**src/rtl/armleocpu_decode.sv**
```systemverilog
// armleocpu_decode: decode stage holding the D->E slot, issuing regfile reads and classifying instructions.
module armleocpu_decode #(
  parameter logic [31:0] RESET_VECTOR = 32'h0000_1000,
  parameter int DECODE_W = 3
) (
  input  logic                clk,
  input  logic                rst_n,
  input  logic                f2d_valid,
  input  logic [31:0]         f2d_instr,
  input  logic [31:0]         f2d_pc,
  input  logic                f2d_interrupt_pending,
  input  logic                f2d_fetch_exception,
  input  logic [31:0]         f2d_fetch_exception_cause,
  output logic                d2f_ready,
  output logic [1:0]          d2f_cmd,
  output logic [31:0]         d2f_branch_target,
  output logic [4:0]          rs1_addr,
  output logic [4:0]          rs2_addr,
  output logic                rs1_read,
  output logic                d2e_instr_valid,
  output logic [31:0]         d2e_instr,
  output logic [31:0]         d2e_pc,
  output logic                d2e_instr_illegal,
  output logic [DECODE_W-1:0] d2e_instr_decode_type,
  output logic                d2e_interrupt_pending,
  output logic                d2e_instr_fetch_exception,
  output logic [31:0]         d2e_instr_fetch_exception_cause,
  input  logic                e2d_ready,
  input  logic [1:0]          e2d_cmd,
  input  logic [31:0]         e2d_jump_target,
  input  logic                e2d_rd_write,
  input  logic [4:0]          e2d_rd_waddr
);
  localparam logic [1:0] CMD_NONE = 2'd0, CMD_BRANCH = 2'd1, CMD_FLUSH = 2'd2;
  localparam logic [DECODE_W-1:0] T_ALU = 0, T_JUMP = 1, T_BRANCH = 2, T_LOAD = 3, T_STORE = 4, T_SYSTEM = 5;
  typedef enum logic [1:0] {EMPTY, FULL, REREAD} state_t;
  state_t state, state_nxt;
  logic consume, jump, accept, hazard, legal;
  logic [DECODE_W-1:0] cls;
  assign consume = (state == FULL) & e2d_ready;
  assign jump = consume & (e2d_cmd == CMD_BRANCH | e2d_cmd == CMD_FLUSH);
  assign d2f_ready = rst_n & (state == EMPTY | consume) & (e2d_cmd == CMD_NONE | !consume);
  assign accept = f2d_valid & d2f_ready;
  // A same-cycle writeback to a source register means the read issued now returns stale data.
  assign hazard = e2d_rd_write & |e2d_rd_waddr &
                  (e2d_rd_waddr == f2d_instr[19:15] | e2d_rd_waddr == f2d_instr[24:20]);
  assign d2f_cmd = (rst_n & jump) ? e2d_cmd : CMD_NONE;
  assign d2f_branch_target = (rst_n & jump) ? e2d_jump_target : 32'd0;
  assign rs1_read = rst_n & (accept | state == REREAD);
  assign rs1_addr = accept ? f2d_instr[19:15] : (state != EMPTY) ? d2e_instr[19:15] : 5'd0;
  assign rs2_addr = accept ? f2d_instr[24:20] : (state != EMPTY) ? d2e_instr[24:20] : 5'd0;
  assign d2e_instr_valid = state == FULL;
  always_comb begin
    state_nxt = accept ? (hazard ? REREAD : FULL) : (state == REREAD) ? FULL : consume ? EMPTY : state;
  end
  always_comb begin
    legal = d2e_instr[1:0] == 2'b11;
    cls = T_ALU;
    case (d2e_instr[6:2])
      5'b01100, 5'b00100, 5'b01101, 5'b00101: cls = T_ALU;
      5'b11011, 5'b11001: cls = T_JUMP;
      5'b11000: cls = T_BRANCH;
      5'b00000: cls = T_LOAD;
      5'b01000: cls = T_STORE;
      5'b11100, 5'b00011: cls = T_SYSTEM;
      default: legal = 1'b0;
    endcase
  end
  assign d2e_instr_decode_type = legal ? cls : T_ALU;
  assign d2e_instr_illegal = (state != EMPTY) & !legal & !(d2e_interrupt_pending | d2e_instr_fetch_exception);
  always_ff @(posedge clk) begin
    if (!rst_n) begin
      state <= EMPTY;
      d2e_instr <= 32'd0;
      d2e_pc <= RESET_VECTOR;
      d2e_interrupt_pending <= 1'b0;
      d2e_instr_fetch_exception <= 1'b0;
      d2e_instr_fetch_exception_cause <= 32'd0;
    end else begin
      state <= state_nxt;
      if (accept) begin
        d2e_instr <= f2d_instr;
        d2e_pc <= f2d_pc;
        d2e_interrupt_pending <= f2d_interrupt_pending;
        d2e_instr_fetch_exception <= f2d_fetch_exception;
        d2e_instr_fetch_exception_cause <= f2d_fetch_exception_cause;
      end
    end
  end
endmodule

```
**config.mk**
```make
export PLATFORM = sky130hd
export DESIGN_NAME = armleocpu_decode
export DESIGN_NICKNAME = d
export VERILOG_FILES = /design/src/rtl/armleocpu_decode.sv
export SDC_FILE = /design/constraint.sdc
export NUM_CORES = 1
export LEC_CHECK = 0
export BUFFER_PORTS_ARGS = -buffer_cell sky130_fd_sc_hd__buf_4
export CORE_AREA = 2 2 132 134
export CTS_BUF_LIST = sky130_fd_sc_hd__clkbuf_8
export CTS_CLUSTER_DIAMETER = 200
export DETAILED_ROUTE_END_ITERATION = 10
export DIE_AREA = 0 0 134 136
export GPL_ROUTABILITY_DRIVEN = 1
export GPL_TIMING_DRIVEN = 0
export PLACE_DENSITY = 0.59
export SETUP_SLACK_MARGIN = 0.3
export SYNTH_ARGS = -nofsm -noshare
export SYNTH_HDL_FRONTEND = slang
export SYNTH_SLANG_ARGS = --single-unit
export TNS_END_PERCENT = 100
```
**constraint.sdc**
```tcl
create_clock -name clk -period 2.7 [get_ports clk]
set_input_delay 0.675 -clock clk [delete_from_list [all_inputs] [get_ports clk]]
set_output_delay 0.675 -clock clk [all_outputs]
set_load 0.03 [all_outputs]
```
* Yosys cells after proc, flatten, opt, wreduce, memory -nomap -nowiden
Index checks and enable logic that the tools add are counted.
** Operators by class
- Add/subtract/negate cells :: 0
- Multipliers :: 0
- Divide/modulo/power cells :: 0
- Order comparisons :: 0
- Equality and inequality tests :: 17
- Shift-type cells :: 0
- Multiplexer cells :: 13
- Bitwise logic cells :: 17
- Reductions and logical operators :: 12
** Operators with widths (count)
- $mux W32 :: 1
- $eq A5 B5 Y1 const B :: 4
- $mux W5 :: 4
- $eq A5 B4 Y1 const B :: 3
- $pmux W3 S5 :: 1
- $and A1 B1 Y1 :: 11
- $reduce_or A11 Y1 :: 1
- $eq A5 B3 Y1 const B :: 2
- $eq A5 B5 Y1 :: 2
- $mux W2 :: 5
- $eq A2 B2 Y1 const B :: 3
- $or A1 B1 Y1 :: 6
- $eq A5 B2 Y1 const B :: 1
- $logic_not A5 Y1 :: 1
- $reduce_or A5 Y1 :: 1
- $eq A2 B1 Y1 const B :: 2
- $logic_not A2 Y1 :: 2
- $reduce_or A2 Y1 :: 2
- $logic_not A1 Y1 :: 3
- $mux W3 :: 1
- $reduce_bool A3 Y1 :: 1
- $reduce_bool A2 Y1 :: 1
- $mux W1 :: 1
** Word-level totals
- Bits in registers :: 100
- Bits in latches :: 0
- Bits in writable memories :: 0
- Bits in read-only memories :: 0
- Output and inout bits :: 149
- Memories kept :: 0

* Longest topological paths before layout
- Depth after elaboration :: 8
- Gate-level depth with buffers :: 8
- Gate-level depth less buffers :: 6

* Worst setup path before layout
Ideal clock, no wire load.
- Path type :: input port to output port
- Start point :: input e2d_cmd[0]
- End point :: output rs1_read
- Arrival :: 2090 ps
- Path slack :: -65 ps
- Stages :: 7
- Buffers on the path :: 2
- Cells stage by stage :: inv_1 > ha_1 > a21bo_1 > nand4b_1 > buf_4 > buf_2 > a21boi_0
** Between the ends
- Longest elaborated chain between the ends :: 6
** Ends and longest elaborated chain
- start: declaration :: RTL line 29 : input logic [1:0] e2d_cmd,
- $logic_not A2 Y1 :: RTL line 42 : assign d2f_ready = rst_n & (state == EMPTY | consume) & (e2d_cmd == CMD_NONE | !consume);
- $or A1 B1 Y1 :: RTL line 42
- $and A1 B1 Y1 :: RTL line 42
- $and A1 B1 Y1 :: RTL line 43 : assign accept = f2d_valid & d2f_ready;
- $or A1 B1 Y1 :: RTL line 49 : assign rs1_read = rst_n & (accept | state == REREAD);
- $and A1 B1 Y1 :: RTL line 49
- end: declaration :: RTL line 19 : output logic rs1_read,
No other way between the ends.

* Worst setup path in the final report
- Start point :: input e2d_cmd[0]
- End point :: output rs1_addr[2]
** Between the ends
- Longest elaborated chain between the ends :: 5
** Ends and longest elaborated chain
- $logic_not A2 Y1 :: RTL line 42
- $or A1 B1 Y1 :: RTL line 42
- $and A1 B1 Y1 :: RTL line 42
- $and A1 B1 Y1 :: RTL line 43
- $mux W5 :: RTL line 50 : assign rs1_addr = accept ? f2d_instr[19:15] : (state != EMPTY) ? d2e_instr[19:15] : 5'd0;
- end: declaration :: RTL line 17 : output logic [4:0] rs1_addr,
No other way between the ends.

==> results.md <==
- Clk_lat worst skew: 0.38 ns
- FFs w/ async S/R, synth: 0%
- Vias in the first global route: 4533
- Max-slew violations: 0
- Clock Sinks: 100
- Final Setup Violations: 0
- Post-synth EDFFs: 0
- Outcome: complete, no violations
- P_leak: 0.00349 uW
- Worst Hold Class: reg -> reg
- RSZ-0062 raised after global routing: yes
- Clock Tree Root: clkbuf_8
- Vias: 4641
- Slew @ Worst Pin: 0.494 ns
- Netlist Area Pre-Place: 4420 um^2
- Cell count after synthesis: 537
- Logic pwr share: 24.2%
- Fin crit share: 98.2%
- Final Power: 3560 uW
- Largest net degree at the start of global routing: 17
- Initial antenna violation count: 0
- Arrival @ worst endpoint: 1.98 ns
- Global route overflow: 0
- Inserted Diodes: 0
- CTS Hold Buffers Added: 0
- Yosys Warn Count: 0
- Global Route Usage Sum: 17.6%
- Switch Pwr: 1050 uW
- Area grow syn2layout: 75.7%
- Final Hold Vio Count: 0
- Setup crit start kind: input port
- CP Class: in -> out
- Int Pwr: 2510 uW
- CTS max path bufs: 2
- Router iterations before antenna repair: 4
- Non-Filler Instances: 1083
- Die Area: 18200 um^2
- Max-cap viol count: 0
- Worst-path maximum fanout: 6
- I/O Pins: 291
- Die H: 136 um
- Tmin final: 2.65 ns
- Inserted Clock Buffers: 9
- Post-synthesis sequential area ratio: 45.2%
- Max_slew headroom: 67.1%
- CTS H-Tree Depth: 3
- Die extent in x: 134 um
- Synthesized Nets: 680
- Core Footprint: 16900 um^2
- Reg clk slew, reported paths: 0.10 ns
- Initial Util: 26.2%
- Crit. End Element: output pin
- PortBufs: 290
- Standard-cell row count: 48
- CTS tree: yes
- Fin Setup TNS: 0 ns
- Final ANT Viol Nets: 0
- Avg Synthesized Cell Area: 8.24 um^2
- Placer congestion estimate: 0.801
- Final core utilization: 46.0%
- Worst vdd ir: 0.415 mV
- DRC violations left: 0
- Max Clock Skew: 0.00776 ns
- Fillers: 1734
- Post-synthesis cell type count: 33
- DP Cell Count: 1052
- Routed vias/inst: 4.29
- Number of synthesized register bits: 100
- Fraction of layout instances using a drive strength above 1: 47.1%
- Global-route wire length before repair: 24900 um
- Required @ worst endpoint: 2.03 ns
- Final HPWL DP: 12200 um
- Clk pwr share: 31.1%
- Initial DRC count: 169
- Sw Ratio: 29.6%
- Primary FF master, synth: dfxtp_1
- Routed wire length: 16500 um
- Pwr dens: 458 nW/um^2
- Final #Nets: 996
- Maximum achievable frequency: 377 MHz
- Sequential Power Share: 44.7%
- Avg WL per Cell: 15.2 um
- Reg2Reg Setup Slack: 0.79 ns
critical path: stages:
cell     delay [ns]
buf_8          0.11
inv_6          0.05
ha_4           0.11
a21bo_1        0.12
and4b_4        0.30
buf_12         0.16
nor2_4         0.07
a22o_4         0.25
buf_6          0.13
cells in the mapped netlist (2+ instances only):
master    instances  share of area, %
buf_6            11               2.8
nand3_1           5              0.57
a21boi_0         98                17
a21oi_1           3              0.34
xnor2_1          11               2.2
buf_2            11               1.2
nand2_1         201                17
a22o_1           10               2.0
dfxtp_1         100                45
inv_1             4              0.34
clkbuf_1         15               1.3
a21o_1            2              0.34
nor2b_1           3              0.42
o21ai_0           5              0.57
nor2_1            6              0.51
and2_1           35               4.9
metrics by stage:
| step | cell area [um^2] | hold slack [ns] | setup slack [ns] |
|---|---|---|---|
| after floorplan | 4560 | 0.544 | 0.211 |
| final | 7770 | 0.467 | 0.0482 |
| after CTS | 7570 | 0.471 | 0.0287 |
| after detailed placement | 7020 | 0.456 | -0.0634 |
| after global placement | 7020 | 0.452 | -0.0616 |
| after global routing | 7770 | 0.484 | 0.00351 |
final timing paths:
check | start | end | depth (start not counted)
worst max-delay path | e2d_cmd[0] | rs1_addr[2] | 9
worst min-delay path | d2e_instr_fetch_exception_cause[12]$_SDFFE_PN0P_ | d2e_instr_fetch_exception_cause[12]$_SDFFE_PN0P_ | 2
worst max register to register | state[0]$_SDFFE_PN0P_ | state[1]$_SDFFE_PN0P_ | 9
worst min register to register | d2e_instr_fetch_exception_cause[12]$_SDFFE_PN0P_ | d2e_instr_fetch_exception_cause[12]$_SDFFE_PN0P_ | 2
power by group through the flow:
stage          clock network [uW]  logic [uW]  registers (uW)
2_1_floorplan                   0         281            1760
3_3_place_gp                    0         809            1620
3_5_place_dp                    0         809            1630
4_1_cts                      1150         859            1590
5_1_grt                      1210         927            1600
6_report                     1110         860            1590
layer usage:
layer  vias to the layer above  global-route usage (%)  routed length [um]
met2                       151                    29.1                7920
met4                         0                    3.66                 160
met5                         -                       0                   0
met1                      2096                    22.0                7110
met3                        13                    6.64                1310
li1                       2381                       -                   -
state kept, by name, summed over array words and instances (netlist names):
signal / cells
d2e_instr: 32
d2e_instr_fetch_exception_cause: 32
d2e_pc: 32
state: 2
d2e_instr_fetch_exception: 1
d2e_interrupt_pending: 1
placed cells by master, fill, tap and decap left out, types with 9 or more instances in the layout:
master	n
xnor2_1	11
dfxtp_1	96
buf_4	252
clkbuf_8	11
a21boi_0	97
nand2_1	201
clkbuf_1	10
buf_2	9
a22o_4	10
buf_6	57
and2_4	31
cell type report:
type                            instances  area, um^2  share of cell area [%]
Clock buffer                           10         138                    1.77
Inverter                                4        32.5                   0.419
Tap cell                              225         282                    3.62
Clock inverter                          6        87.6                    1.13
Multi-Input combinational cell        397        2390                    30.8
Timing Repair Buffer                  303        2510                    32.2
Buffer                                 38         322                    4.14
Sequential cell                       100        2010                    25.9
kinds of logic after synthesis:
| kind of cell | count (synthesis) | synth area share (%) |
|---|---|---|
| fa+ha+maj | 1 | 0.283 |
| buf+inv | 42 | 5.83 |
| simple gates | 260 | 25.7 |
| xor+xnor | 11 | 2.18 |
| flops | 100 | 45.2 |
| compound gates | 123 | 20.8 |
timing repair:
action | in CTS | in global routing
endpoints found under the hold margin | 0 | 0
gates cloned | 5 | 1
pin swaps | 20 | 31
buffers inserted | 7 | 2
setup endpoints to repair | 47 | 44
gates resized for setup | 62 | 61
No activity file was read; power rests on OpenSTA's default activity.
